## config.mk

```make
export PLATFORM = sky130hd
export DESIGN_NAME = main_fsm
export DESIGN_NICKNAME = d
export VERILOG_FILES = /design/src/rtl/main_fsm_pkg.sv /design/src/rtl/main_fsm_fpu_watchdog.sv /design/src/rtl/main_fsm.sv
export SDC_FILE = /design/constraint.sdc
export NUM_CORES = 1
export LEC_CHECK = 0
export BUFFER_PORTS_ARGS = -buffer_cell sky130_fd_sc_hd__buf_2
export CELL_PAD_IN_SITES_DETAIL_PLACEMENT = 1
export CELL_PAD_IN_SITES_GLOBAL_PLACEMENT = 1
export CORE_MARGIN = 1.5
export CORE_UTILIZATION = 28
export DETAILED_ROUTE_END_ITERATION = 12
export PLACE_DENSITY_LB_ADDON = 0.1
export SLEW_MARGIN = 20
export SYNTH_ARGS = -nofsm -noshare
export SYNTH_HDL_FRONTEND = slang
export SYNTH_SLANG_ARGS = --single-unit
```

## constraint.sdc

```tcl
create_clock -name clk -period 1.25 [get_ports clk]
set_input_delay 0 -clock clk [delete_from_list [all_inputs] [get_ports clk]]
set_output_delay 0 -clock clk [all_outputs]
set_load 0.02 [all_outputs]
```

## src/rtl/main_fsm_pkg.sv

```systemverilog
// ============================================================================
// Module      : main_fsm_pkg
// Description : Shared state codes, instruction-class codes and datapath
//               selector constants for the multicycle control FSM.
// Revision    : 1.0 - initial release
// ============================================================================
`default_nettype none

package main_fsm_pkg;

   typedef enum logic [3:0] {
      S_FETCH    = 4'd0,
      S_DECODE   = 4'd1,
      S_MEMADR   = 4'd2,
      S_MEMRD    = 4'd3,
      S_MEMWB    = 4'd4,
      S_MEMWR    = 4'd5,
      S_EXECUTER = 4'd6,
      S_EXECUTEI = 4'd7,
      S_ALUWB    = 4'd8,
      S_BRANCH   = 4'd9,
      S_EXECUTEF = 4'd10,
      S_FPUWAIT  = 4'd11,
      S_FPUWB    = 4'd12
   } state_t;

   localparam logic [1:0] c_OP_DP     = 2'b00;
   localparam logic [1:0] c_OP_MEM    = 2'b01;
   localparam logic [1:0] c_OP_BRANCH = 2'b10;
   localparam logic [1:0] c_OP_FPU    = 2'b11;

   localparam logic [1:0] c_SRCB_REG  = 2'b00;
   localparam logic [1:0] c_SRCB_IMM  = 2'b01;
   localparam logic [1:0] c_SRCB_FOUR = 2'b10;

   localparam logic [1:0] c_RES_ALUOUT = 2'b00;
   localparam logic [1:0] c_RES_DATA   = 2'b01;
   localparam logic [1:0] c_RES_ALU    = 2'b10;

endpackage

`default_nettype wire

```

## src/rtl/main_fsm_fpu_watchdog.sv

```systemverilog
// ============================================================================
// Module      : fpu_watchdog
// Description : FPUWAIT cycle counter with a sticky timeout error flag.
// Revision    : 1.0 - initial release
// ============================================================================
`default_nettype none

module fpu_watchdog #(
   parameter int FPU_TIMEOUT = 31
) (
   input  logic clk,
   input  logic reset,
   input  logic clear_i,
   input  logic wait_i,
   input  logic done_i,
   output logic timeout_o,
   output logic err_o
);

   localparam logic [4:0] c_LIMIT = 5'(FPU_TIMEOUT);

   logic [4:0] cnt_q, cnt_d;
   logic       err_q, err_d;
   logic [4:0] w_cnt_inc;

   assign w_cnt_inc = cnt_q + 5'd1;

   // Timeout fires in the wait cycle whose increment would reach the limit,
   // so the FSM spends at most FPU_TIMEOUT cycles in FPUWAIT.
   assign timeout_o = wait_i && !done_i && (w_cnt_inc == c_LIMIT);
   assign err_o     = err_q;

   always_comb begin
      cnt_d = cnt_q;
      err_d = err_q;
      if (clear_i) begin
         cnt_d = 5'd0;
      end else if (wait_i && !done_i) begin
         cnt_d = w_cnt_inc;
      end
      if (timeout_o) begin
         err_d = 1'b1;
      end
   end

   always_ff @(posedge clk) begin
      if (reset) begin
         cnt_q <= 5'd0;
         err_q <= 1'b0;
      end else begin
         cnt_q <= cnt_d;
         err_q <= err_d;
      end
   end

endmodule

`default_nettype wire

```

## src/rtl/main_fsm.sv

```systemverilog
// ============================================================================
// Module      : main_fsm
// Description : Multicycle processor main control FSM with FPU handshake and
//               watchdog. All control outputs are decoded from State only.
// Revision    : 1.0 - initial release
// ============================================================================
`default_nettype none

module main_fsm
   import main_fsm_pkg::*;
#(
   parameter int FPU_TIMEOUT = 31
) (
   input  logic       clk,
   input  logic       reset,
   input  logic [1:0] Op,
   input  logic [5:0] Funct,
   input  logic       FPUDone,
   output logic       IRWrite,
   output logic       AdrSrc,
   output logic       NextPC,
   output logic       RegW,
   output logic       MemW,
   output logic       Branch,
   output logic       ALUOp,
   output logic       ResSrc,
   output logic       FPUStart,
   output logic       ALUSrcA,
   output logic [1:0] ALUSrcB,
   output logic [1:0] ResultSrc,
   output logic       FPUErr,
   output logic [3:0] State
);

   state_t state_q, state_d;
   logic   w_timeout;
   logic   w_unused_funct;

   assign w_unused_funct = ^Funct[4:1];
   assign State          = state_q;

   fpu_watchdog #(
      .FPU_TIMEOUT (FPU_TIMEOUT)
   ) u_fpu_watchdog (
      .clk       (clk),
      .reset     (reset),
      .clear_i   (state_q == S_EXECUTEF),
      .wait_i    (state_q == S_FPUWAIT),
      .done_i    (FPUDone),
      .timeout_o (w_timeout),
      .err_o     (FPUErr)
   );

   always_ff @(posedge clk) begin
      if (reset) begin
         state_q <= S_FETCH;
      end else begin
         state_q <= state_d;
      end
   end

   always_comb begin
      state_d = S_FETCH;
      case (state_q)
         S_FETCH:    state_d = S_DECODE;
         S_DECODE: begin
            case (Op)
               c_OP_MEM:    state_d = S_MEMADR;
               c_OP_BRANCH: state_d = S_BRANCH;
               c_OP_FPU:    state_d = S_EXECUTEF;
               default:     state_d = Funct[5] ? S_EXECUTEI : S_EXECUTER;
            endcase
         end
         S_MEMADR:   state_d = Funct[0] ? S_MEMRD : S_MEMWR;
         S_MEMRD:    state_d = S_MEMWB;
         S_EXECUTER: state_d = S_ALUWB;
         S_EXECUTEI: state_d = S_ALUWB;
         S_EXECUTEF: state_d = S_FPUWAIT;
         // Done takes priority over a timeout landing in the same cycle.
         S_FPUWAIT: begin
            if (FPUDone)        state_d = S_FPUWB;
            else if (w_timeout) state_d = S_FETCH;
            else                state_d = S_FPUWAIT;
         end
         default:    state_d = S_FETCH;
      endcase
   end

   always_comb begin
      IRWrite   = 1'b0;
      AdrSrc    = 1'b0;
      NextPC    = 1'b0;
      RegW      = 1'b0;
      MemW      = 1'b0;
      Branch    = 1'b0;
      ALUOp     = 1'b0;
      ResSrc    = 1'b0;
      FPUStart  = 1'b0;
      ALUSrcA   = 1'b0;
      ALUSrcB   = c_SRCB_REG;
      ResultSrc = c_RES_ALUOUT;
      case (state_q)
         S_FETCH: begin
            ALUSrcA   = 1'b1;
            ALUSrcB   = c_SRCB_FOUR;
            ResultSrc = c_RES_ALU;
            IRWrite   = 1'b1;
            NextPC    = 1'b1;
         end
         S_DECODE: begin
            ALUSrcA   = 1'b1;
            ALUSrcB   = c_SRCB_FOUR;
            ResultSrc = c_RES_ALU;
         end
         S_MEMADR:   ALUSrcB = c_SRCB_IMM;
         S_MEMRD:    AdrSrc  = 1'b1;
         S_MEMWB: begin
            ResultSrc = c_RES_DATA;
            RegW      = 1'b1;
         end
         S_MEMWR: begin
            AdrSrc = 1'b1;
            MemW   = 1'b1;
         end
         S_EXECUTER: ALUOp = 1'b1;
         S_EXECUTEI: begin
            ALUSrcB = c_SRCB_IMM;
            ALUOp   = 1'b1;
         end
         S_ALUWB:    RegW = 1'b1;
         S_BRANCH: begin
            ALUSrcB   = c_SRCB_IMM;
            ResultSrc = c_RES_ALU;
            Branch    = 1'b1;
         end
         S_EXECUTEF: FPUStart = 1'b1;
         S_FPUWB: begin
            ResSrc = 1'b1;
            RegW   = 1'b1;
         end
         default: ;
      endcase
   end

endmodule

`default_nettype wire

```

==> flow_summary.yaml, run 1 <==
run_status:
  status: "complete, but fails checks"
  violations: "negative setup slack"
floorplanning:
  dieWidth_microns: 52.1
  core-area_sq_mm: 0.00223
  die_h_microns: 52.1
  start_util_pct: 30.2
  io_pins: 30
  rows: 17
  die-area_sq_mm: 0.00271
power:
  p_int_w: 0.000927
  p_switching_w: 0.000646
  total_leakage_power_nw: 0.596
  swShare_pct: 41.1
  power.density_mw_per_mm2: 1170
  clkPwrFrac_pct: 15.0
  seqPwrFrac_pct: 23.4
  peakVddDrop_v: 0.000731
  pwr-share-comb_pct: 61.6
timing:
  fin_crit_sh_pct: 111
  setup_viol: 12
  whs_ns: 0.0944
  hold_viol: 0
  setup_ws_ns: -0.144
  tightest_slew_ns: 0.295
  rsz0062_at_grt: "true"
  final_max_slew_viol_count: 0
  setup_tns_ns: -0.712
  clock_skew_ns: 0.00949
  relSlewSlack_pct: 80.1
  period_minus_slack_ns: 1.39
  fmax_mhz: 718
logic_synthesis:
  synthMuxAreaShare_pct: 0
  syn_nets: 106
  synth_area_sq_um: 674
  synth_seq_area_share_pct: 29.7
  async_flop_share_pct: 0
  synthCells: 93
  synth_enable_flop_cells: 0
  synth_top_family_by_area: "simple AND/OR/NAND/NOR gates"
  synth-simple-area-share_pct: 33.0
  synth_flop_cell: "dfxtp_1"
  synth.avg_cell_area_sq_um: 7.25
  synth_xor_xnor_area_share_pct: 9.09
  ys_types: 25
  yosysWarnings: 0
  synth_compound_area_share_pct: 14.5
  synth_adder_area_share_pct: 3.71
  ys_seq_elements: 10
finish:
  areaGrowthSynthToFinish_pct: 99.3
  drive_above_1_share_pct: 69.7
  antenna_cells: 0
  final_nets: 156
  finalNonFillerCells: 170
  multi_input_comb_area_sq_um: 613
  regArea_sq_um: 220
  final_common_cell: "buf_4"
  final_area_sq_mm: 0.00134
  nFillCells: 264
  layout_common_cells: "buf_4, buf_2, nor2_1, buf_6"
placement:
  port_buffers: 25
  globalplace.congestion: 0.703
  place_hpwl_mm: 1.55
  placed_area_sq_um: 952
  placed_cells: 155
routing:
  wl_per_cell_microns: 16.7
  drc_errors: 0
  antenna_left: 0
  wl_mm: 2.84
  drtIter0Drc: 12
  vias: 868
  drt_pass1_iterations: 4
  routed_via_density: 5.11
critical_path:
  cp_max_fo: 4
  r2r-start: "State[0]"
  cp.required_ns: 1.25
  path_class: "flop to primary output"
  crit_path_start: "State[0]"
  cp-start-kind: "flop"
  crit_path_end_kind: "primary output"
  critical_path_arrival_ns: 1.39
clocking:
  cts_tree: "done"
  cts_root_buf: "clkbuf_4"
  cts.sinks: 10
  clockBufferDepth: 2
  path_clk_slew_ns: 0.07
  cts_buffers: 3
  worstSkewPairLatency_ns: 0.28
  htreeDepth: 1
global_route:
  antenna_found_initial: 0
  grt_pass1_wl_mm: 3.66
  grt-ovfl-total: 0
  grt_pass1_vias: 853
  grt_usage_pct: 18.4
  grt_max_degree: 9
hold_path:
  min_path_type: "input pin to flop"
  min_from: "FPUDone"
flow_run:
  cap_violations: 0
-- synthesized netlist by cell type, types with 2 or more instances --
cell / n / area share (%)
inv_1: 6 / 3.3
nor3_1: 8 / 5.9
buf_2: 3 / 2.2
nand4_1: 2 / 1.9
xnor2_1: 3 / 3.9
nor2b_1: 2 / 1.9
dfxtp_1: 10 / 30
a21oi_1: 10 / 7.4
nor4_1: 2 / 1.9
nor2_1: 11 / 6.1
nand2_1: 8 / 4.5
or2_2: 2 / 1.9
nand2b_1: 5 / 4.6
ha_1: 2 / 3.7
o21ai_0: 3 / 2.2
xor2_1: 4 / 5.2
buf_4: 4 / 4.5
-- worst max-delay path, stage by stage, from the launching register on --
cell and delay [ns]:
dfxtp_4 0.36, buf_6 0.12, inv_4 0.05, nor2_2 0.21, nand2_2 0.10, inv_2 0.07, or2_4 0.10, buf_6 0.10
-- power groups by stage --
stage	registers [W]	logic [W]	clock network, W
after floorplan	0.000396	0.000434	0
after global placement	0.000369	0.000639	0
after detailed placement	0.000371	0.000646	0
after CTS	0.000370	0.000869	0.000234
after global routing	0.000370	0.00103	0.000257
final	0.000367	0.000970	0.000236
-- metrics by stage --
| stage | total power [W] | setup slack (ns) | utilization (%) |
|---|---|---|---|
| CTS | 0.00147 | -0.0830 | 53.2 |
| global placement | 0.00101 | -0.0585 | 42.6 |
| floorplan | 0.000830 | -0.118 | - |
| finish | 0.00157 | -0.144 | 60.2 |
| detailed placement | 0.00102 | -0.0784 | 42.6 |
| global route | 0.00165 | -0.182 | 60.2 |
-- layer usage --
layer  routed length, microns  track usage [%]  vias to the layer above  share of wire (%)
met4                       32             1.75                        0                1.1
li1                         -                -                      413                  -
met5                        0                0                        -                  0
met1                     1260             23.0                      426                 44
met3                      130             6.03                        4                4.6
met2                     1420             31.6                       25                 50
-- path summary, 6_finish.rpt --
check                                       endpoint  slack [ns]  cells after the start
worst max-delay path                    ResultSrc[1]       -0.14                      7
worst min-delay path                        State[3]        0.09                      3
worst max register to register              State[2]       -0.04                      7
worst min register to register  u_fpu_watchdog.err_o        0.46                      2
-- logic make-up (layout without fill, tap and decap cells) --
group / Yosys count / count (layout)
AOI/OAI and AO/OA: 17 / 17
and+or+nand+nor: 44 / 44
xor gates and xnor gates: 7 / 7
adders and majority gates: 2 / 2
DFF: 10 / 10
buffers and inverters: 13 / 62
-- registers in the layout, indices dropped and copies added, names as in the netlist --
| signal | flops |
|---|---|
| u_fpu_watchdog.err_o | 1 |
| State | 4 |
| u_fpu_watchdog.cnt_q | 5 |
-- layout make-up --
type	instances	share of cell area, %
multi-input combinational	70	45.6
timing repair buffer	52	31.4
sequential	10	16.4
tap	28	2.61
inverter	6	2.05
clock buffer	3	1.68
clock inverter	1	0.279
-- what timing repair did --
item | CTS | global route
endpoints found under the hold margin | 1 | 0
resized for setup | 38 | 38
endpoints found under the setup margin | 22 | 23
setup buffers | 8 | 2
pin swaps | 7 | 9
hold buffers | 1 | 0
No activity file was read; power rests on OpenSTA's default activity.
==> run 2, diff against run 1 <==
--- a/config.mk
+++ b/config.mk
@@ -12,6 +12,7 @@
 export CORE_UTILIZATION = 28
 export DETAILED_ROUTE_END_ITERATION = 12
 export PLACE_DENSITY_LB_ADDON = 0.1
+export RECOVER_POWER = 25
 export SLEW_MARGIN = 20
 export SYNTH_ARGS = -nofsm -noshare
 export SYNTH_HDL_FRONTEND = slang
==> run 2 against run 1 <==
Effect of this change: hold slack is essentially flat; routed wire length about the same; the run still ends with negative setup slack left; critical path depth unchanged; total power is essentially flat; first-iteration DRC count did not move; sequential power about the same; largest power group unchanged; register-to-register slack about the same; sequential share of layout area is essentially flat; final area down 0.19%.
==> flow_summary.yaml, run 2 (synthesis gave the netlist of run 1 again) <==
global_route:
  grt_pass1_wl_mm: 3.66
  antenna_found_initial: 0
  grt-ovfl-total: 0
  grt_max_degree: 9
  grt_usage_pct: 18.4
  grt_pass1_vias: 853
power:
  seqPwrFrac_pct: 23.4
  total_leakage_power_nw: 0.587
  pwr-share-comb_pct: 61.6
  clkPwrFrac_pct: 15.0
  peakVddDrop_v: 0.000731
  p_int_w: 0.000926
  power.density_mw_per_mm2: 1170
  p_switching_w: 0.000646
  swShare_pct: 41.1
clocking:
  worstSkewPairLatency_ns: 0.28
  htreeDepth: 1
  cts.sinks: 10
  cts_root_buf: "clkbuf_4"
  cts_tree: "done"
  path_clk_slew_ns: 0.07
  cts_buffers: 3
  clockBufferDepth: 2
critical_path:
  crit_top_cell: "buf_6"
  cp_max_fo: 4
  critical_path_arrival_ns: 1.39
  crit_path_cell_trace: "buf_6 > inv_4 > nor2_2 > nand2_2 > inv_2 > or2_4 > buf_6"
  rr_worst_depth: 7
  path_class: "flop to primary output"
  critPathTopFamily: "simple AND/OR/NAND/NOR gates"
  r2r_end: "State[2]"
  r2r-start: "State[0]"
  cp.required_ns: 1.25
  rrSetupSlack_ns: -0.04
  critical-path-slowest-cell: "dfxtp_4"
  cp-start-kind: "flop"
  crit_path_end_kind: "primary output"
  path_buf_inv: 4
  slowest_delay_ns: 0.36
hold_path:
  min_path_type: "input pin to flop"
  whs_endpoint: "State[3]"
  min_path_cells: 3
  min_from: "FPUDone"
routing:
  drc_errors: 0
  antenna_left: 0
  drtIter0Drc: 12
  routed_via_density: 5.11
  vias: 868
  wl_mm: 2.84
  drt_pass1_iterations: 4
  wl_per_cell_microns: 16.7
flow_run:
  cap_violations: 0
finish:
  antenna_cells: 0
  largest_register_ff_count: 5
  nFillCells: 266
  largest-register: "u_fpu_watchdog.cnt_q"
  layout_common_cells: "buf_4, buf_2, nor2_1, buf_6"
  multi_input_comb_area_sq_um: 613
  areaGrowthSynthToFinish_pct: 98.9
  finalNonFillerCells: 170
  final_nets: 156
  final_common_cell: "buf_4"
  drive_above_1_share_pct: 68.3
  regArea_sq_um: 220
  fin_util_pct: 60.1
timing:
  fmax_mhz: 718
  relSlewSlack_pct: 80.1
  fin_crit_sh_pct: 111
  hold_viol: 0
  final_max_slew_viol_count: 0
  rsz0062_at_grt: "true"
  setup_ws_ns: -0.144
  tightest_slew_ns: 0.295
  period_minus_slack_ns: 1.39
  clock_skew_ns: 0.00949
  setup_viol: 12
placement:
  place_hpwl_mm: 1.55
  port_buffers: 25
  placed_cells: 155
  globalplace.congestion: 0.703
floorplanning:
  dieWidth_microns: 52.1
  core-area_sq_mm: 0.00223
  die_h_microns: 52.1
  io_pins: 30
  start_util_pct: 30.2
  rows: 17
  die-area_sq_mm: 0.00271
run_status:
  status: "complete, but fails checks"
  violations: "negative setup slack"
## run 2: tightest hold or removal path, stage by stage
cell and delay (ns):
buf_2 0.13, o21ai_2 0.14, a21oi_1 0.07
## run 2: layout make-up
cell class	count	area share [%]
multi-input combinational	70	45.7
timing repair buffer	52	31.2
sequential	10	16.4
tap	28	2.61
inverter	6	2.05
clock buffer	3	1.68
clock inverter	1	0.280
## run 2: worst max path at each step
stage | startpoint | endpoint | slack (ns) | depth (start not counted)
2_1_floorplan | State[0] | u_fpu_watchdog.cnt_q[3] | -0.12 | 7
3_3_place_gp | State[2] | u_fpu_watchdog.cnt_q[4] | -0.06 | 5
3_5_place_dp | State[2] | u_fpu_watchdog.cnt_q[4] | -0.08 | 5
4_1_cts | State[0] | ResultSrc[1] | -0.08 | 7
5_1_grt | State[0] | ResultSrc[1] | -0.18 | 7
6_report | State[0] | ResultSrc[1] | -0.14 | 7
## run 2: per-stage QoR
stage,hold WS [ns],setup TNS [ns],instance area [sq um],total power [W],worst slack [ns]
after floorplan,0.0691,-0.393,733,0.000830,-0.118
after global placement,0.184,-0.157,952,0.00101,-0.0585
after detailed placement,0.184,-0.338,952,0.00102,-0.0784
after CTS,0.0508,-0.415,1190,0.00147,-0.0830
after global routing,0.0912,-1.74,1340,0.00165,-0.182
final,0.0944,-0.713,1340,0.00157,-0.144
## run 2: metal layers
layer	vias up	track usage, %	share of wire, %
met3	4	6.03	4.6
met2	25	31.6	50
met5	-	0	0
met4	0	1.75	1.1
met1	426	23.0	44
li1	413	-	-
## run 2: power by group through the flow
stage / registers, W / logic, W / clock network (W)
after floorplan: 0.000396 / 0.000434 / 0
after global placement: 0.000369 / 0.000639 / 0
after detailed placement: 0.000371 / 0.000646 / 0
after CTS: 0.000370 / 0.000869 / 0.000234
after global routing: 0.000370 / 0.00103 / 0.000257
final: 0.000367 / 0.000969 / 0.000236
## run 2: timing repair
item / CTS / global route
endpoints found under the hold margin: 1 / 0
setup endpoints to repair: 22 / 23
setup buffers: 8 / 2
gates cloned: 0 / 0
hold buffers: 1 / 0
pin swaps: 7 / 9
gates resized for setup: 38 / 38
==> run 3, diff against run 2 <==
--- a/config.mk
+++ b/config.mk
@@ -9,7 +9,8 @@
 export CELL_PAD_IN_SITES_DETAIL_PLACEMENT = 1
 export CELL_PAD_IN_SITES_GLOBAL_PLACEMENT = 1
 export CORE_MARGIN = 1.5
-export CORE_UTILIZATION = 28
+export CORE_UTILIZATION = 29
+export CTS_BUF_LIST = sky130_fd_sc_hd__clkbuf_8
 export DETAILED_ROUTE_END_ITERATION = 12
 export PLACE_DENSITY_LB_ADDON = 0.1
 export RECOVER_POWER = 25
==> run 3 against run 2 <==
Effect of this change: the run still ends with negative setup slack left; core utilization shrank 0.38 points; global-route usage shrank 1.1 points; sequential share of layout area is 0.075 points higher; largest cell class unchanged; sequential cell count unchanged.
==> flow_summary.yaml, run 3 (synthesis gave the netlist of run 1 again) <==
run_status:
  status: "complete, but fails checks"
  violations: "negative setup slack"
critical_path:
  crit_top_cell: "buf_8"
  crit_path_cell_trace: "buf_8 > buf_8 > nor4_4 > buf_4"
  path_class: "flop to primary output"
  path_buf_inv: 3
  crit_path_end_kind: "primary output"
  r2r-start: "u_fpu_watchdog.cnt_q[0]"
  cp-start-kind: "flop"
  slowest_delay_ns: 0.34
  crit_path_start: "State[1]"
  critPathTopFamily: "buffers and inverters"
  cp.required_ns: 1.25
  rrSetupSlack_ns: 0.02
  critical-path-slowest-cell: "dfxtp_4"
  cp_max_fo: 7
  critical_path_arrival_ns: 1.28
timing:
  tightest_slew_ns: 0.250
  clock_skew_ns: 0.00226
  setup_viol: 4
  rsz0062_at_grt: "true"
  relSlewSlack_pct: 83.4
  setup_ws_ns: -0.0259
  hold_viol: 0
  fin_crit_sh_pct: 102
  final_max_slew_viol_count: 0
  period_minus_slack_ns: 1.28
  whs_ns: 0.0813
  fmax_mhz: 784
  setup_tns_ns: -0.0837
finish:
  largest_register_ff_count: 5
  final_common_cell: "buf_4"
  nFillCells: 268
  layout_common_cells: "buf_4, buf_2, nor2_1"
  final_nets: 154
  drive_above_1_share_pct: 67.1
  largest-register: "u_fpu_watchdog.cnt_q"
  areaGrowthSynthToFinish_pct: 95.7
  antenna_cells: 0
  final_area_sq_mm: 0.00132
floorplanning:
  io_pins: 30
  die-area_sq_mm: 0.00262
  rows: 17
  die_h_microns: 51.2
  core-area_sq_mm: 0.00221
  start_util_pct: 30.5
  dieWidth_microns: 51.2
routing:
  routed_via_density: 4.86
  drc_errors: 0
  wl_mm: 2.24
  drtIter0Drc: 8
  vias: 817
  antenna_left: 0
  wl_per_cell_microns: 13.3
  drt_pass1_iterations: 2
flow_run:
  cap_violations: 0
power:
  total_leakage_power_nw: 0.569
  power.total_w: 0.00163
  power.density_mw_per_mm2: 1240
  peakVddDrop_v: 0.000782
hold_path:
  min_path_type: "input pin to flop"
  min_from: "FPUDone"
global_route:
  grt_usage_pct: 17.3
  grt_pass1_wl_mm: 3.37
  antenna_found_initial: 0
  grt_max_degree: 9
  grt_pass1_vias: 738
  grt-ovfl-total: 0
clocking:
  path_clk_slew_ns: 0.05
  htreeDepth: 1
  cts_buffers: 3
  worstSkewPairLatency_ns: 0.24
  cts_root_buf: "clkbuf_8"
  clockBufferDepth: 2
  cts.sinks: 10
  cts_tree: "done"
placement:
  post-place-ws_ns: -0.0473
  port_buffers: 25
  place_hpwl_mm: 1.52
  placed_area_sq_um: 960
  globalplace.congestion: 0.732
==> run 3: power breakdown <==
| part | leakage (nW) | switching [W] | internal (W) | total [W] |
|---|---|---|---|---|
| Combinational | 0.461 | 0.000475 | 0.000453 | 0.000928 |
| Sequential | 0.0849 | 0.0000190 | 0.000346 | 0.000365 |
| Clock | 0.0231 | 0.000126 | 0.000215 | 0.000341 |
==> run 3: area by class of cell <==
class | instances | area [sq um] | share of cell area, %
timing repair buffer | 50 | 387 | 29.3
multi-input combinational | 70 | 606 | 45.9
clock inverter | 1 | 3.75 | 0.284
inverter | 6 | 30.0 | 2.27
tap | 28 | 35.0 | 2.65
sequential | 10 | 218 | 16.5
clock buffer | 3 | 41.3 | 3.13
==> run 3: worst paths after layout <==
kind	cells past startpoint	to
worst max register to register	7	State[3]
worst min-delay path	3	State[2]
worst max-delay path	4	IRWrite
worst min register to register	2	u_fpu_watchdog.err_o
==> run 3: repair_timing <==
action,CTS,global route
hold buffers,1,0
pin swaps,5,15
buffers inserted,5,2
gates resized for setup,30,41
endpoints found under the hold margin,1,0
setup endpoints to repair,19,21
==> run 3: worst register-to-register path: cells and delay by family (launching register included) <==
kind / cells / cell delay (ns)
buf+inv: 1 / 0.06
compound gates: 3 / 0.32
simple gates: 2 / 0.25
fa+ha+maj: 1 / 0.12
flops: 1 / 0.36
==> run 3: per-layer routing <==
metal	track usage, %	part of all wire [%]
met5	0	0
met4	3.95	0.45
met3	5.26	4.1
met2	29.0	51
met1	21.9	44
==> run 3: through the flow <==
stage                     std cells  util [%]
final                           168      59.7
after global routing            168      59.7
after CTS                       166      51.0
after detailed placement        156      43.4
after global placement          156      43.4
after floorplan                  93         -
